$ cat config.mk
export PLATFORM = sky130hd
export DESIGN_NAME = instruction_fetch
export DESIGN_NICKNAME = d
export VERILOG_FILES = /design/src/rtl/instruction_fetch.sv
export SDC_FILE = /design/constraint.sdc
export NUM_CORES = 2
export LEC_CHECK = 0
export BUFFER_PORTS_ARGS = -buffer_cell sky130_fd_sc_hd__buf_4
export CORE_ASPECT_RATIO = 1.2
export CORE_MARGIN = 2
export CORE_UTILIZATION = 65
export CTS_BUF_LIST = sky130_fd_sc_hd__clkbuf_4
export DETAILED_ROUTE_END_ITERATION = 16
export HOLD_SLACK_MARGIN = 0.15
export PLACE_DENSITY = 0.82
export SLEW_MARGIN = 20
export SYNTH_ARGS = -nofsm -noshare
export SYNTH_HDL_FRONTEND = slang
export SYNTH_SLANG_ARGS = --single-unit
$ cat constraint.sdc
create_clock -name clock -period 2.7 [get_ports clock]
set_input_delay 0.27 -clock clock [delete_from_list [all_inputs] [get_ports clock]]
set_output_delay 0.27 -clock clock [all_outputs]
set_load 0.005 [all_outputs]
$ cat src/rtl/instruction_fetch.sv
// Instruction fetch stage: 64x32 synchronous-read instruction memory, 8-bit byte PC, branch redirect and stall.
// Optional FETCH_HALT_EN: a fetched 0xFC000000 is presented once, then fetch halts until reset.
module instruction_fetch (
    input  logic        clock,
    input  logic        resetN,
    input  logic        Stall,
    input  logic        BranchTaken,
    input  logic [7:0]  BranchTarget,
    input  logic        LoadEn,
    input  logic [5:0]  LoadAddr,
    input  logic [31:0] LoadData,
    output logic [31:0] InstructionOut,
    output logic [7:0]  PCOut,
    output logic        ValidOut
);

    typedef enum logic [1:0] {
        BOOT     = 2'd0,
        RUN      = 2'd1,
        REDIRECT = 2'd2,
        HALT     = 2'd3
    } fetchState_e;

    localparam logic [31:0] HaltWord = 32'hFC00_0000;

    fetchState_e stateQ;
    logic [31:0] memQ [64];
    logic [7:0]  issueQ;
    logic [31:0] instrQ;
    logic [7:0]  pcOutQ;
    logic        validQ;

    logic [31:0] readDataD;
    logic [7:0]  nextIssueD;
    logic [7:0]  branchAddrD;
    logic        haltWordD;

    // Memory writes ignore reset and fetch state so software can be loaded while the core is held in reset.
    always_ff @(posedge clock) begin
        if (LoadEn) begin
            memQ[LoadAddr] <= LoadData;
        end
    end

    assign readDataD   = memQ[issueQ[7:2]];
    assign nextIssueD  = issueQ + 8'd4;
    assign branchAddrD = BranchTarget & 8'hFC;

`ifdef FETCH_HALT_EN
    assign haltWordD = (readDataD == HaltWord);
`else
    assign haltWordD = 1'b0;
`endif

    // issueQ holds the address whose read is in flight; the output registers act as the memory's read port.
    always_ff @(posedge clock or negedge resetN) begin
        if (!resetN) begin
            stateQ <= BOOT;
            issueQ <= 8'h00;
            instrQ <= 32'h0000_0000;
            pcOutQ <= 8'h00;
            validQ <= 1'b0;
        end else begin
            case (stateQ)
                BOOT: begin
                    validQ <= 1'b0;
                    if (BranchTaken) begin
                        issueQ <= branchAddrD;
                        stateQ <= REDIRECT;
                    end else if (!Stall) begin
                        issueQ <= 8'h00;
                        stateQ <= RUN;
                    end
                end
                RUN, REDIRECT: begin
                    if (BranchTaken) begin
                        validQ <= 1'b0;
                        issueQ <= branchAddrD;
                        stateQ <= REDIRECT;
                    end else if (!Stall) begin
                        instrQ <= readDataD;
                        pcOutQ <= issueQ;
                        validQ <= 1'b1;
                        issueQ <= nextIssueD;
                        stateQ <= haltWordD ? HALT : RUN;
                    end
                end
                HALT: begin
                    validQ <= 1'b0;
                end
                default: begin
                    stateQ <= BOOT;
                end
            endcase
        end
    end

    assign InstructionOut = instrQ;
    assign PCOut          = pcOutQ;
    assign ValidOut       = validQ;

endmodule
==> results.ini <==
[outcome]
status = complete, but fails checks
violations = setup timing

[floorplan]
design.core.area_sq_um = 123000
io_pins = 92
die_area_sq_um = 127000
die_h_um = 389
initial_core_util_pct = 65.4
fp-row-count = 141
die_x_um = 325

[logic_synthesis]
ys_warn_count = 0
synth-compound-area-share_pct = 3.18
synth_flop_cell = edfxtp_1
netlist_area_sq_um = 80400
synth_top_family_by_area = multiplexers
ys_ff_latch = 2095
ys_types = 62
synth_adder_area_share_pct = 0.0467
synth-edff-count = 2048
syn_avg_cell_area_sq_um = 21.9
synthMuxAreaShare_pct = 15.3
synth_cells = 3671
seq_area_frac_synth_pct = 77.9
synthXorXnorAreaFrac_pct = 0
synthSimpleGateAreaFrac_pct = 1.88
async_flop_share_pct = 2.24

[worst_setup_path]
cpPeakStageDelay_ps = 610
cpMaxStageDelayCell = dfrtp_4
path_class = reg2reg
path_buf_inv = 4
path_cells = buf_12, clkinv_2, buf_12, nand2_1, o22ai_1, a2111oi_1, buf_4, a211o_1
worstPathRequired_ps = 4000
end_kind = register
worstPathArrival_ps = 4140
crit_family = compound AO/OA/AOI/OAI gates
cpMostUsedCell = buf_12
crit_fanout = 31
critPathLaunchType = register

[global_route]
antenna_found_initial = 7
track_usage_pct = 36.0
first_global_vias = 47100
overflow = 0
grt_max_degree = 65
grt_pass1_wl_um = 319000

[final_layout]
nets = 4522
final_cell_mix = 2048 x edfxtp_1, 700 x clkbuf_4, 451 x mux4_2
n_fill_cell = 6014
layout_commonest_cell = edfxtp_1
area_delta_synth_final_pct = 16.8
drive_above_1_share_pct = 36.2

[sta]
period_minus_slack_ps = 2840
worst_pin_slew_ps = 947
hold_viol = 0
finalSetupViolations = 1
min_period_over_period_pct = 105
fin_skew_ps = 110
slew_headroom_pct = 36.9
whs_ps = 347
tns_ps = -141
maxSlewViolCount = 0
worst_slack_ps = -141
fmax_mhz = 352

[cts]
insertion_delay_ps = 1390
clock_sinks = 2095
cts_root_buffer = clkbuf_4
clockBufferDepth = 4
h-tree-depth = 5
tritoncts = yes
path_clk_slew_ps = 100
cts_buffers = 475

[placement]
dpl.hpwl_um = 114000
post-place-ws_ps = -148
gp_congestion = 0.827
port_buffers = 87

[detailed_routing]
viasPerCell = 7.03
wl_per_cell_um = 35.0
vias = 45500
drt_first_pass_iters = 8
antenna_left = 0
totalWireLength_um = 226000
drc = 0
drt_iter0_markers = 7823

[pwr]
powerDensity_nw_per_um2 = 922
ir_worst_vdd_uv = 716
leakage_uw = 0.0308

[worst_hold_path]
hold_path_class = in2reg

[run]
drv_cap = 0

[report_power, final]
group / total (uW) / internal (uW) / switching [uW] / leakage (uW)
Clock: 24500 / 12200 / 12300 / 0.00351
Sequential: 37000 / 36200 / 786 / 0.0190
Combinational: 25200 / 11700 / 13500 / 0.00827
Total: 86700 / 60100 / 26600 / 0.0308
[per-layer routing]
metal  part of all wire (%)  up-vias  global-route usage (%)  wire [um]
met3                     14      907                    9.27      31700
met1                     31    22700                    44.8      69400
li1                       -    17400                       -          -
met5                  0.061        -                   0.534        137
met4                    6.8        8                    23.0      15400
met2                     48     4473                    57.0     110000
[cells in the mapped netlist (10+ instances only)]
master     count  area, sq um
edfxtp_1    2048        61500
mux4_2       451        10200
mux2i_1      158         1580
nand2_1      154          578
nor2_1       104          390
clkbuf_1      60          225
buf_4         51          383
dfrtp_1       47         1180
buf_2         45          225
o21ai_0       45          225
mux2_2        43          484
o22ai_1       38          238
buf_6         33          372
nand3_1       33          165
a221oi_1      32          280
a21oi_1       31          155
o211ai_1      23          173
o221ai_1      22          193
buf_1         20         75.1
a22oi_1       19          143
a32oi_1       18          158
a221o_1       15          150
a211oi_1      14          105
nor2b_1       12         75.1
a2111oi_0     10         87.6
a22o_1        10         87.6
o21ai_1       10         50.1
[state kept, by name, summed over array words and instances (netlist names)]
name / count
memQ: 2048
InstructionOut: 32
PCOut: 6
issueQ: 6
stateQ: 2
ValidOut: 1
[layout make-up]
type	instances	area [sq um]	area share, %
clock inverter	132	637	0.678
timing repair buffer	530	6270	6.67
tap	1644	2060	2.19
antenna	7	17.5	0.0186
inverter	7	28.8	0.0306
clock buffer	700	5260	5.59
sequential	2095	62700	66.7
multi-input combinational	1359	17000	18.1
[repair_timing]
item                                     CTS  global route
pin swaps                                  0             0
buffers inserted                           6             4
resized for setup                          8            15
endpoints found under the hold margin   4190             0
hold buffers                             136             0
endpoints found under the setup margin    28            11
[per-stage QoR]
step / instances / instance area [sq um] / util, % / total power (uW)
2_1_floorplan: 3672 / 80500 / - / 52200
3_3_place_gp: 5490 / 86000 / 69.9 / 60500
3_5_place_dp: 5490 / 86000 / 69.9 / 61100
4_1_cts: 6464 / 93900 / 76.3 / 85500
5_1_grt: 6469 / 94000 / 76.4 / 89000
6_report: 6474 / 94000 / 76.4 / 86700
[worst register-to-register path: stages, from the launching register on]
cell	delay (ps)
dfrtp_4	610
buf_12	320
clkinv_2	190
buf_12	200
nand2_1	290
o22ai_1	230
a2111oi_1	600
buf_4	270
a211o_1	120
[final timing paths]
path                                  start                  to  slack [ps]  depth (start not counted)
worst max-delay path              issueQ[4]   InstructionOut[5]        -140                          8
worst min-delay path            LoadAddr[0]        memQ[11][30]         350                          6
worst min register to register     PCOut[6]            PCOut[6]         490                          2
min in group asynchronous            resetN  InstructionOut[18]         550                          5
max in group asynchronous            resetN   InstructionOut[1]        1770                          5
worst max register to register    issueQ[4]   InstructionOut[5]        -140                          8
[logic make-up after synthesis]
group,Yosys count
adders and majority gates,3
DFF,2095
buffers and inverters,218
muxes,661
other,1
AOI/OAI and AO/OA,344
and+or+nand+nor,349
No activity file was read; power rests on OpenSTA's default activity.
